[config.mk]
export PLATFORM = sky130hd
export DESIGN_NAME = alu_control_sequencer
export DESIGN_NICKNAME = d
export VERILOG_FILES = /design/src/rtl/alu_control_sequencer.sv
export SDC_FILE = /design/constraint.sdc
export NUM_CORES = 1
export LEC_CHECK = 0
export CAP_MARGIN = 40
export CORE_MARGIN = 1
export CORE_UTILIZATION = 45
export CTS_BUF_LIST = sky130_fd_sc_hd__clkbuf_4 sky130_fd_sc_hd__clkbuf_8
export DETAILED_ROUTE_END_ITERATION = 16
export GPL_ROUTABILITY_DRIVEN = 0
export PLACE_DENSITY = 0.95
export SYNTH_ARGS = -nofsm -noshare
export SYNTH_HDL_FRONTEND = slang
export SYNTH_SLANG_ARGS = --single-unit
[constraint.sdc]
create_clock -name Clock -period 3.4 [get_ports Clock]
set_clock_uncertainty 0.15 [all_clocks]
set_input_delay 0.34 -clock Clock [delete_from_list [all_inputs] [get_ports Clock]]
set_output_delay 0.34 -clock Clock [all_outputs]
set_load 0.005 [all_outputs]
[src/rtl/alu_control_sequencer.sv]
`default_nettype none
// ============================================================================
// Module   : alu_control_sequencer
// Purpose  : Hardwired control unit for the Datapath. Sequences fetch
//            (T0..T2) and execution (T3..T6) of register-register ALU ops,
//            unary ops (neg/not), mul/div, nop and halt. Outputs are a Moore
//            decode of the state plus the IR read back from the Datapath.
// Ports    : Clock, Reset          - clock, synchronous active-high reset
//            IR                    - instruction register from Datapath
//            Mem_ready             - memory data valid during fetch (T1)
//            Stop                  - halt after the current instruction
//            PCout..MDRout         - bus drive enables
//            MARin..LOin           - register load enables
//            IncPC, Read           - PC increment, memory read
//            Gra/Grb/Grc, Rin/Rout - register-field select, GP reg in/out
//            ALU_op                - ALU function code (nonzero only with Zin
//                                    in the execute state)
//            Run, Illegal          - executing / halted on undefined opcode
//            Instr_count           - retired-instruction counter (wraps)
// Revision : 1.0 - initial release
// ============================================================================
module alu_control_sequencer #(
  parameter int CNT_W = 16
) (
  input  logic             Clock,
  input  logic             Reset,
  input  logic [31:0]      IR,
  input  logic             Mem_ready,
  input  logic             Stop,
  output logic             PCout,
  output logic             Zhighout,
  output logic             Zlowout,
  output logic             MDRout,
  output logic             MARin,
  output logic             Zin,
  output logic             PCin,
  output logic             MDRin,
  output logic             IRin,
  output logic             Yin,
  output logic             HIin,
  output logic             LOin,
  output logic             IncPC,
  output logic             Read,
  output logic             Gra,
  output logic             Grb,
  output logic             Grc,
  output logic             Rin,
  output logic             Rout,
  output logic [4:0]       ALU_op,
  output logic             Run,
  output logic             Illegal,
  output logic [CNT_W-1:0] Instr_count
);

  localparam logic [3:0] S_RST  = 4'd0;
  localparam logic [3:0] S_T0   = 4'd1;
  localparam logic [3:0] S_T1   = 4'd2;
  localparam logic [3:0] S_T2   = 4'd3;
  localparam logic [3:0] S_T3   = 4'd4;
  localparam logic [3:0] S_T4   = 4'd5;
  localparam logic [3:0] S_T5   = 4'd6;
  localparam logic [3:0] S_T6   = 4'd7;
  localparam logic [3:0] S_HALT = 4'd8;

  logic [3:0]       r_state;
  logic [3:0]       w_next;
  logic [CNT_W-1:0] r_count;
  logic             r_illegal;

  logic [4:0] w_opcode;
  logic       w_binary, w_unary, w_muldiv, w_nop, w_halt, w_undef;
  logic [4:0] w_alu_code;
  logic       w_final;
  logic       w_unused;

  assign w_opcode = IR[31:27];
  // Register fields are decoded by the Datapath's select-and-encode logic.
  assign w_unused = ^IR[26:0];

  // Instruction class and ALU function code from the opcode.
  always_comb begin
    w_binary   = 1'b0;
    w_unary    = 1'b0;
    w_muldiv   = 1'b0;
    w_nop      = 1'b0;
    w_halt     = 1'b0;
    w_undef    = 1'b0;
    w_alu_code = 5'd0;
    case (w_opcode)
      5'b00011: begin w_binary = 1'b1; w_alu_code = 5'd3;  end // add
      5'b00100: begin w_binary = 1'b1; w_alu_code = 5'd4;  end // sub
      5'b00101: begin w_binary = 1'b1; w_alu_code = 5'd1;  end // and
      5'b00110: begin w_binary = 1'b1; w_alu_code = 5'd2;  end // or
      5'b00111: begin w_binary = 1'b1; w_alu_code = 5'd5;  end // shr
      5'b01000: begin w_binary = 1'b1; w_alu_code = 5'd6;  end // shl
      5'b01001: begin w_binary = 1'b1; w_alu_code = 5'd7;  end // ror
      5'b01010: begin w_binary = 1'b1; w_alu_code = 5'd8;  end // rol
      5'b01111: begin w_muldiv = 1'b1; w_alu_code = 5'd9;  end // mul
      5'b10000: begin w_muldiv = 1'b1; w_alu_code = 5'd10; end // div
      5'b10001: begin w_unary  = 1'b1; w_alu_code = 5'd11; end // neg
      5'b10010: begin w_unary  = 1'b1; w_alu_code = 5'd12; end // not
      5'b11000: w_nop  = 1'b1;
      5'b11011: w_halt = 1'b1;
      default:  w_undef = 1'b1;
    endcase
  end

  // Last state of the current instruction: the cycle on which Stop is
  // sampled and the retired-instruction counter advances.
  always_comb begin
    w_final = 1'b0;
    case (r_state)
      S_T2:    w_final = w_nop | w_halt | w_undef;
      S_T4:    w_final = ~(w_binary | w_muldiv);
      S_T5:    w_final = ~w_muldiv;
      S_T6:    w_final = 1'b1;
      default: w_final = 1'b0;
    endcase
  end

  always_comb begin
    w_next = r_state;
    case (r_state)
      S_RST:   w_next = S_T0;
      S_T0:    w_next = S_T1;
      S_T1:    w_next = Mem_ready ? S_T2 : S_T1;
      S_T2:    w_next = S_T3;
      S_T3:    w_next = S_T4;
      S_T4:    w_next = S_T5;
      S_T5:    w_next = S_T6;
      S_T6:    w_next = S_T0;
      S_HALT:  w_next = S_HALT;
      default: w_next = S_RST;
    endcase
    if (w_final) begin
      w_next = (w_halt | w_undef | Stop) ? S_HALT : S_T0;
    end
  end

  always_ff @(posedge Clock) begin
    if (Reset) begin
      r_state   <= S_RST;
      r_count   <= '0;
      r_illegal <= 1'b0;
    end else begin
      r_state <= w_next;
      if (w_final) begin
        r_count <= r_count + {{(CNT_W-1){1'b0}}, 1'b1};
        if (w_undef) begin
          r_illegal <= 1'b1;
        end
      end
    end
  end

  // Moore control decode.
  always_comb begin
    PCout = 1'b0; Zhighout = 1'b0; Zlowout = 1'b0; MDRout = 1'b0;
    MARin = 1'b0; Zin = 1'b0; PCin = 1'b0; MDRin = 1'b0; IRin = 1'b0;
    Yin = 1'b0; HIin = 1'b0; LOin = 1'b0; IncPC = 1'b0; Read = 1'b0;
    Gra = 1'b0; Grb = 1'b0; Grc = 1'b0; Rin = 1'b0; Rout = 1'b0;
    ALU_op = 5'd0;
    case (r_state)
      S_T0: begin
        PCout = 1'b1; MARin = 1'b1; IncPC = 1'b1; Zin = 1'b1;
      end
      S_T1: begin
        // Read/MDRin held across wait states; PC reloads only on exit.
        Zlowout = 1'b1; Read = 1'b1; MDRin = 1'b1; PCin = Mem_ready;
      end
      S_T2: begin
        MDRout = 1'b1; IRin = 1'b1;
      end
      S_T3: begin
        Rout = 1'b1;
        if (w_unary) begin
          Grb = 1'b1; Zin = 1'b1; ALU_op = w_alu_code;
        end else begin
          Yin = 1'b1;
          Gra = w_muldiv;
          Grb = ~w_muldiv;
        end
      end
      S_T4: begin
        if (w_unary) begin
          Zlowout = 1'b1; Gra = 1'b1; Rin = 1'b1;
        end else begin
          Rout = 1'b1; Zin = 1'b1; ALU_op = w_alu_code;
          Grb = w_muldiv;
          Grc = ~w_muldiv;
        end
      end
      S_T5: begin
        Zlowout = 1'b1;
        if (w_muldiv) begin
          LOin = 1'b1;
        end else begin
          Gra = 1'b1; Rin = 1'b1;
        end
      end
      S_T6: begin
        Zhighout = 1'b1; HIin = 1'b1;
      end
      default: ;
    endcase
  end

  assign Run         = (r_state >= S_T0) && (r_state <= S_T6);
  assign Illegal     = r_illegal;
  assign Instr_count = r_count;

endmodule
`default_nettype wire

==> flow_summary.ini <==
[logic_synthesis]
syn_avg_cell_area_um2 = 7.37
async_flop_share = 0
ys.flop_type = dfxtp_1
synthCells = 221
yosys_register_bits = 21
synth_edf_count = 0
synth_cell_types = 58
ys.warnings.count = 0
ys_seq_area_frac = 0.258
syn_nets = 258
syn_area_mm2 = 0.00163

[floorplanning]
dieWidth_um = 62.1
die_h_um = 62.1
core-area_mm2 = 0.00339
start_util = 0.480
top_level_ports = 78
dieArea_mm2 = 0.00386
rows = 21

[job]
max_cap_violations = 0

[cts]
root_buffer = clkbuf_4
cts_sinks = 21
cts_hold_buf = 0
clk_latency_ns = 0.31
clk_pin_slew_ns = 0.11
cts-resized-gates = 0
cts_tree = yes
postCtsSetupRepairBufs = 0
cts_buffers = 3
htreeDepth = 1
cts_buffer_depth = 2

[routing]
route.vias.total = 1715
dr.pass1.iters = 4
wl_met2_um = 1820
drt_iter0_markers = 91
postRouteWirelength_um = 3880
drc = 0
wl_met1_um = 1850
post_drt_via_cell_ratio = 5.55
routed-wl-met3_um = 144
wl_per_cell_um = 12.5
routed.top_layer = met4
antenna_left = 0

[final_layout]
finalNetCount = 301
mostFrequentLayoutCell = clkdlybuf4s50_1
instances_no_fill = 309
area_delta_synth_final_pct = 33.4
layout-drive-gt1-share = 0.0989
antenna_cells = 0
most-common-layout-cells = clkdlybuf4s50_1, nor2_1, dfxtp_1, a21oi_1, nand2_1

[timing]
min_period_over_period = 0.905
fin_crit_ns = 3.08
rsz0062_at_grt = false
slew_viol_final = 0
max_freq_mhz = 325
tightestPinTransition_ns = 0.758
setup_viol = 0
fin_tns_setup_ns = 0
relSlewSlack = 0.493
finalHoldViolCount = 0

[worst_setup_path]
reg2regPathDepth = 7
cp_slowest_cell = clkdlybuf4s50_1
crit_family = buffers and inverters
crit_cells = 9
worst-endpoint-arrival_ns = 2.59
r2r_end = Instr_count[7]
cp_cell_sequence = clkdlybuf4s50_1 -> or3b_1 -> buf_4 -> nor2_1 -> nor2_1 -> nor3b_1 -> o21bai_1 -> nor2_1 -> clkdlybuf4s50_1
crit_buf_inv = 3
worstSetupEndpointType = primary output
max_stage_delay_ns = 0.51
path_class = in2out
crit_path_frequent_cell = nor2_1
worstPathRequired_ns = 2.91
path_max_fanout = 5
critical_path.endpoint = ALU_op[0]
worstSetupStartpointType = primary input
r2r_slack_ns = 0.78
crit_path_start = IR[31]
r2r_start = r_state[0]

[power]
netSwitchingFraction = 0.310
ir_worst_vdd_mv = 0.244
leakagePower_nw = 0.724
p_seq_frac = 0.484
pwr-share-clk = 0.214
power_density_mw_per_mm2 = 260
p_switching_w = 0.000175
internal_power_w = 0.000389
combPwrFrac = 0.302

[hold_path]
worstHoldStart = Illegal
hold_class = reg2reg

[run_status]
outcome = finished, final reports clean

[global_routing]
grt_pass1_vias = 1526
grt_max_degree = 22
gr-usage-all-layers = 0.207
grt_overflow = 0
grt_antenna_before_repair = 0
grt_pass1_wl_um = 6640

[place]
place_hpwl_um = 2910
place_inst = 305
port_buffers = 49
## worst reg2reg max path, cell delays in order, from the launching register on
cell      delay (ns)
dfxtp_1         0.76
and4bb_2        0.37
o21ai_1         0.11
a21oi_4         0.23
nor2_2          0.05
buf_4           0.20
or4_1           0.51
a21oi_1         0.17
## power by group through the flow
stage / sequential (W) / combinational, W / clock, W
floorplan: 0.000261 / 0.000121 / 0
global placement: 0.000278 / 0.000166 / 0
detailed placement: 0.000278 / 0.000170 / 0
CTS: 0.000273 / 0.000171 / 0.000124
global route: 0.000276 / 0.000187 / 0.000135
finish: 0.000273 / 0.000171 / 0.000120
## through the flow
stage          power (W)  setup slack [ns]  cell area (µm²)   util  hold WS (ns)
2_1_floorplan   0.000382              1.28             1630      -         0.292
3_3_place_gp    0.000444             0.378             2140  0.632         0.287
3_5_place_dp    0.000448             0.317             2140  0.632         0.293
4_1_cts         0.000567             0.312             2170  0.640         0.312
5_1_grt         0.000597             0.167             2170  0.640         0.332
6_report        0.000564             0.322             2170  0.640         0.315
## final cells by class
class                           instances  area [µm²]
Fill cell                             279        1220
Tap cell                               46        57.6
Clock inverter                          1        5.00
Sequential cell                        21         420
Clock buffer                            3        22.5
Timing Repair Buffer                   60         573
Multi-Input combinational cell        172        1070
Inverter                                6        22.5
## sequential cells by signal (all words and copies together), names as in the netlist
signal and flops:
Illegal 1, r_state 4, Instr_count 16
## logic make-up after synthesis
group | Yosys count | synth area share
flops | 21 | 0.258
mux | 3 | 0.0215
compound gates | 57 | 0.239
other cells | 1 | 0.00230
xor+xnor | 9 | 0.0484
fa+ha+maj | 2 | 0.0138
buf+inv | 28 | 0.0845
simple gates | 100 | 0.332
## per-layer routing
layer,vias to the layer above,GRT usage
met2,44,0.330
met1,786,0.274
met4,0,0.0872
met3,8,0.0349
li1,877,-
met5,-,0
## how the worst min path moves through the flow
stage                         end  slack (ns)  depth (start not counted)
after CTS                 Illegal        0.31                          2
after floorplan           Illegal        0.29                          2
after global placement    Illegal        0.29                          2
after detailed placement  Illegal        0.29                          2
final                     Illegal        0.32                          2
after global routing      Illegal        0.33                          2
## synthesized netlist by cell type (all sizes together), types with 6 or more instances
| master | instances | area share |
|---|---|---|
| clkbuf | 9 | 0.021 |
| o21ai | 12 | 0.037 |
| or3 | 6 | 0.023 |
| dfxtp | 21 | 0.26 |
| a21oi | 22 | 0.075 |
| nand2b | 6 | 0.023 |
| nand2 | 12 | 0.028 |
| nor2 | 32 | 0.077 |
| nor3 | 12 | 0.040 |
| buf | 13 | 0.050 |
| inv | 6 | 0.014 |
No activity file was read; power rests on OpenSTA's default activity.
==> RTL change 1, RTL diff (same flow settings) <==
Change the parameter `CNT_W` from 16 to 18.
--- a/src/rtl/alu_control_sequencer.sv
+++ b/src/rtl/alu_control_sequencer.sv
@@ -22,3 +22,3 @@
 module alu_control_sequencer #(
-  parameter int CNT_W = 16
+  parameter int CNT_W = 18
 ) (
Ports: changed (resized Instr_count); port bits go from 78 to 80. The function was not compared with the original's and may differ.
==> RTL change 1 against the unedited design <==
Global-route usage increased by 0.076 points. Worst setup slack got worse by 0.15 ns. Routed wire length increased by 17%. Worst hold slack got worse by 0.015 ns. Sequential cell count increased by 2. Maximum frequency decreased by 4.6%. Area after synthesis increased by 22%. Final area increased by 19%. Power increased by 39%. Critical path type unchanged. Largest cell class unchanged. Largest power group unchanged.
==> RTL change 1: results (changes against the unedited design) <==
| Metric | Value |
|---|---|
| Status | complete, no violations (unchanged) |
| Post-synthesis sequential area ratio | 0.2316 (was 0.2583) |
| Setup repair bufs after CTS | 0 (unchanged) |
| Cell total after placement | 336 (was 305) |
| Synthesized Nets | 284 (was 258) |
| Top post-synthesis cells by count | nor2_1 (27), dfxtp_1 (23), nor2b_1 (19) (was nor2_1 (30), a21oi_1 (21), dfxtp_1 (21)) |
| Worst Setup SP | IR[29] (was IR[31]) |
| Final min period | 3.228 ns (was 3.078 ns) |
| Total routed wirelength | 4546 um (was 3876 um) |
| All-Layer GR Usage | 0.2074 (was 0.2066) |
| RR Startpoint | r_state[1]$_SDFF_PP0_ (was r_state[0]$_SDFF_PP0_) |
| Placed inst area | 2526 sq um (was 2143 sq um) |
| Met2 wire length | 2223 um (was 1816 um) |
| DR WL met3 | 225 um (was 144 um) |
| Top Layer Used | met4 (unchanged) |
| Share of cells above drive strength 1 | 0.1414 (was 0.09886) |
| Vias per cell | 5.685 (was 5.550) |
| End point of the critical path | ALU_op[1] (was ALU_op[0]) |
| First-pass GRT wire length | 7514 um (was 6644 um) |
| Worst Tran Pin Value | 0.5997 ns (was 0.7585 ns) |
| Antenna diodes | 0 (unchanged) |
| Pleak | 0.0008893 uW (was 0.0007241 uW) |
| Vias in the first global route | 1,737 (was 1,526) |
| Clk root buf | clkbuf_8 (was clkbuf_4) |
| Largest net degree at the start of global routing | 21 (was 22) |
| Worst-skew pair later-pin latency | 0.27 ns (was 0.31 ns) |
| DP HPWL | 3319 um (was 2905 um) |
| M1 WL | 2048 um (was 1848 um) |
| R2R Path End | Instr_count[6]$_SDFFE_PP0P_ (was Instr_count[7]$_SDFFE_PP0P_) |
| Buffers on Ports | 51 (was 49) |
| Worst-path clk slew | 0.08 ns (was 0.11 ns) |
| DR iter-0 viols | 248 (was 91) |
| Synth top area cells | dfxtp_1 (23%), nor2b_1 (6.0%), nor2_1 (5.1%) (was dfxtp_1 (26%), nor2_1 (6.9%), a21oi_1 (6.5%)) |
| Final Net Count | 328 (was 301) |
| Reg2Reg Depth | 6 (was 7) |
| Hold/Removal Path Class | flip-flop to flip-flop (unchanged) |
| Flop-to-flop setup slack | 0.66 ns (was 0.78 ns) |
| Via count | 1,933 (was 1,715) |
| Worst IR Drop VDD | 0.0002527 V (was 0.0002445 V) |
| Max reg flops | 18 (was 16) |
==> RTL change 1: power by group <==
| group | leakage (uW) | switching, uW | total, uW | internal (uW) |
|---|---|---|---|---|
| clock | 0.0000255 | 93.9 | 176 | 82.1 |
| sequential | 0.000186 | 36.1 | 317 | 281 |
| combinational | 0.000678 | 133 | 290 | 157 |
==> RTL change 1: per-stage QoR <==
step / utilization / total power [uW] / hold WS, ns
final: 0.6251 / 783.3 / 0.3002
after detailed placement: 0.6139 / 614.9 / 0.2967
after global placement: 0.6102 / 605.9 / 0.2874
after floorplan: - / 509.7 / 0.2921
after CTS: 0.6251 / 790.7 / 0.3084
after global routing: 0.6251 / 830.5 / 0.3451
==> RTL change 1: cells by family (layout without fill, tap and decap cells) <==
| logic type | after synthesis | after routing | share of synthesized area |
|---|---|---|---|
| simple gates | 112 | 112 | 0.3115 |
| compound gates | 56 | 56 | 0.2247 |
| buf+inv | 30 | 73 | 0.08621 |
| flops | 23 | 23 | 0.2316 |
| mux | 16 | 16 | 0.1020 |
| xor+xnor | 7 | 7 | 0.03084 |
| fa+ha+maj | 2 | 2 | 0.01133 |
| other cells | 1 | 1 | 0.001886 |
==> RTL change 1: per-layer routing <==
metal / up-vias / GRT usage
li1: 967 / -
met1: 905 / 0.2503
met2: 56 / 0.3873
met3: 5 / 0.01667
met4: 0 / 0.05469
met5: - / 0
==> RTL change 1: area by class of cell <==
type,instances,area (sq um)
clock inverter,1,5.005
timing repair buffer,64,628.1
multi-input combinational,194,1356
tap,50,62.56
inverter,5,18.77
sequential,23,460.4
clock buffer,3,41.29
fill,357,1543
==> RTL change 1: worst min-delay path by stage <==
stage                              start              endpoint  slack (ns)  depth (start not counted)
finish              Illegal$_SDFFE_PP0P_  Illegal$_SDFFE_PP0P_        0.30                          2
global route        Illegal$_SDFFE_PP0P_  Illegal$_SDFFE_PP0P_        0.35                          2
CTS                 Illegal$_SDFFE_PP0P_  Illegal$_SDFFE_PP0P_        0.31                          2
detailed placement  Illegal$_SDFFE_PP0P_  Illegal$_SDFFE_PP0P_        0.30                          2
global placement    Illegal$_SDFFE_PP0P_  Illegal$_SDFFE_PP0P_        0.29                          2
floorplan           Illegal$_SDFFE_PP0P_  Illegal$_SDFFE_PP0P_        0.29                          2
==> RTL change 1: worst max-delay path, stage by stage <==
cell	delay (ns)
clkdlybuf4s50_1	0.72
and4b_1	0.25
a2111o_1	0.41
a211oi_1	0.21
o21ai_1	0.15
nor2_1	0.14
clkdlybuf4s50_1	0.51
==> RTL change 2, RTL diff (same settings) <==
Made on the original files. Put one more register stage on the output `Instr_count`, cleared by the reset. The value now appears one clock later. The other outputs are not delayed to match.
--- a/src/rtl/alu_control_sequencer.sv
+++ b/src/rtl/alu_control_sequencer.sv
@@ -209,3 +209,9 @@
   assign Illegal     = r_illegal;
-  assign Instr_count = r_count;
+  always_ff @(posedge Clock) begin
+    if (Reset) begin
+      Instr_count <= '0;
+    end else begin
+      Instr_count <= r_count;
+    end
+  end
 
Function: changed (Yosys sat finds a counterexample within 10 cycles, from zero or initial values and one cycle with Reset high).
==> RTL change 2 against the unedited design <==
The flow now finishes with violations (DRC). Critical path depth decreased by 1. Area after synthesis increased by 31%. Sequential cell count increased by 16. Worst setup slack got worse by 0.11 ns. Die area increased by 30%. Sequential share of layout area increased by 7.7 points. Power increased by 90%. Routed wire length increased by 21%. Final area increased by 26%. Register-to-register slack got worse by 0.06 ns. Largest cell class unchanged. Largest power group unchanged. Highest routed layer unchanged.
==> RTL change 2: results (changes against the unedited design) <==
| Metric | Value |
|---|---|
| Iteration count of the initial detailed-routing pass | 12 (was 4) |
| # DRC | 3 (was 0) |
| Vias in the first global route | 1,829 (was 1,526) |
| Share of cells above drive strength 1 | 0.1130 (was 0.09886) |
| Status | finished, violations left (was complete, no violations) |
| First-pass GRT wire length | 8017 um (was 6644 um) |
| Total routed wirelength | 4686 um (was 3876 um) |
| Slowest-stage cell, CP | clkdlybuf4s50_1 (unchanged) |
| Synthesized Nets | 295 (was 258) |
| Largest net degree at the start of global routing | 29 (was 22) |
| Violated checks | DRC |
| Rel. slew slack | 0.5411 (was 0.4928) |
| All-Layer GR Usage | 0.1955 (was 0.2066) |
| Inserted Clock Buffers | 5 (was 3) |
| Worst-path clk slew | 0.07 ns (was 0.11 ns) |
| Post-synth cell types | 51 (was 58) |
| Pleak | 0.001008 uW (was 0.0007241 uW) |
| Worst IR Drop VDD | 0.0002825 V (was 0.0002445 V) |
| Worst-skew pair later-pin latency | 0.29 ns (was 0.31 ns) |
| Clk root buf | clkbuf_8 (was clkbuf_4) |
| Post-synthesis sequential area ratio | 0.3476 (was 0.2583) |
| Largest stage delay, worst path | 0.65 ns (was 0.51 ns) |
| CTS H-tree lvls | 2 (was 1) |
| Top post-synthesis cells by count | dfxtp_1 (37), nor2_1 (26), a21oi_1 (24) (was nor2_1 (30), a21oi_1 (21), dfxtp_1 (21)) |
| Final Net Count | 337 (was 301) |
| Setup repair bufs after CTS | 0 (unchanged) |
| Worst Path Arrival | 2.70 ns (was 2.59 ns) |
| DR iter-0 viols | 113 (was 91) |
| Hold/Removal Path Class | flip-flop to flip-flop (unchanged) |
| Via count | 1,985 (was 1,715) |
| Synth top area cells | dfxtp_1 (35%), nor2b_1 (5.9%), a21oi_1 (5.6%) (was dfxtp_1 (26%), nor2_1 (6.9%), a21oi_1 (6.5%)) |
| Fillers | 370 (was 279) |
| Worst Path Max Fanout | 9 (was 5) |
| DP HPWL | 3386 um (was 2905 um) |
[RTL change 2: cell count changes after synthesis, sizes merged, moves of 4 or more]
cell and delta:
nand3 +5, dfxtp +16, nor2b +15, nor2 -6, or3 -6, o21a +5, o31ai -4, mux2 +13
[RTL change 2: area by class of cell]
class	instances	share of cell area
clock buffers	7	0.03521
clock inverters	1	0.001829
inverters	6	0.008230
multi-input cells	191	0.4508
flip-flops and latches	37	0.2707
well taps	52	0.02378
repair buffers	59	0.2094
[RTL change 2: report_power, final]
part	switching (uW)	internal [uW]	leakage, uW
logic	113	144	0.000655
clock network	146	183	0.0000542
registers	38.3	446	0.000299
total	297	773	0.00101
[RTL change 2: path summary, 6_finish.rpt]
| check | startpoint | to | slack (ns) | cells after the start |
|---|---|---|---|---|
| hold / removal | Illegal$_SDFFE_PP0P_ | Illegal$_SDFFE_PP0P_ | 0.30 | 2 |
| setup reg to reg | r_state[0]$_SDFF_PP0_ | r_count[7]$_SDFFE_PP0P_ | 0.72 | 6 |
| setup / recovery | IR[27] | Gra | 0.21 | 8 |
| hold reg to reg | Illegal$_SDFFE_PP0P_ | Illegal$_SDFFE_PP0P_ | 0.30 | 2 |
[RTL change 2: metal layers]
| layer | GRT usage | share of wire |
|---|---|---|
| met1 | 0.2343 | 0.43 |
| met2 | 0.3419 | 0.51 |
| met3 | 0.05698 | 0.059 |
| met4 | 0.05333 | 0.0090 |
| met5 | 0 | 0 |
[RTL change 2: kinds of logic (layout without fill, tap and decap cells)]
kind of cell	count (synthesis)	count (layout)	share of synthesized area
compound gates	59	59	0.1897
xor+xnor	7	7	0.02877
fa+ha+maj	2	2	0.01057
buf+inv	30	73	0.07340
flops	37	37	0.3476
mux	14	14	0.07399
other cells	1	1	0.001760
simple gates	108	108	0.2742
[RTL change 2: worst min-delay path, delay by kind of cell, from the launching register on]
kind                   cells  cell delay (ns)
DFF                        1             0.31
buffers and inverters      1             0.04
AOI/OAI and AO/OA          1             0.05
[RTL change 2: per-stage QoR]
stage	setup WS, ns	util	cells	hold WS [ns]	instance area, sq um
2_1_floorplan	1.152	-	258	0.2921	2131
3_3_place_gp	0.2489	0.5895	344	0.2850	2620
3_5_place_dp	0.2081	0.5929	345	0.2961	2635
4_1_cts	0.1987	0.6157	353	0.3090	2736
5_1_grt	0.07872	0.6157	353	0.3453	2736
6_report	0.2105	0.6157	353	0.3033	2736
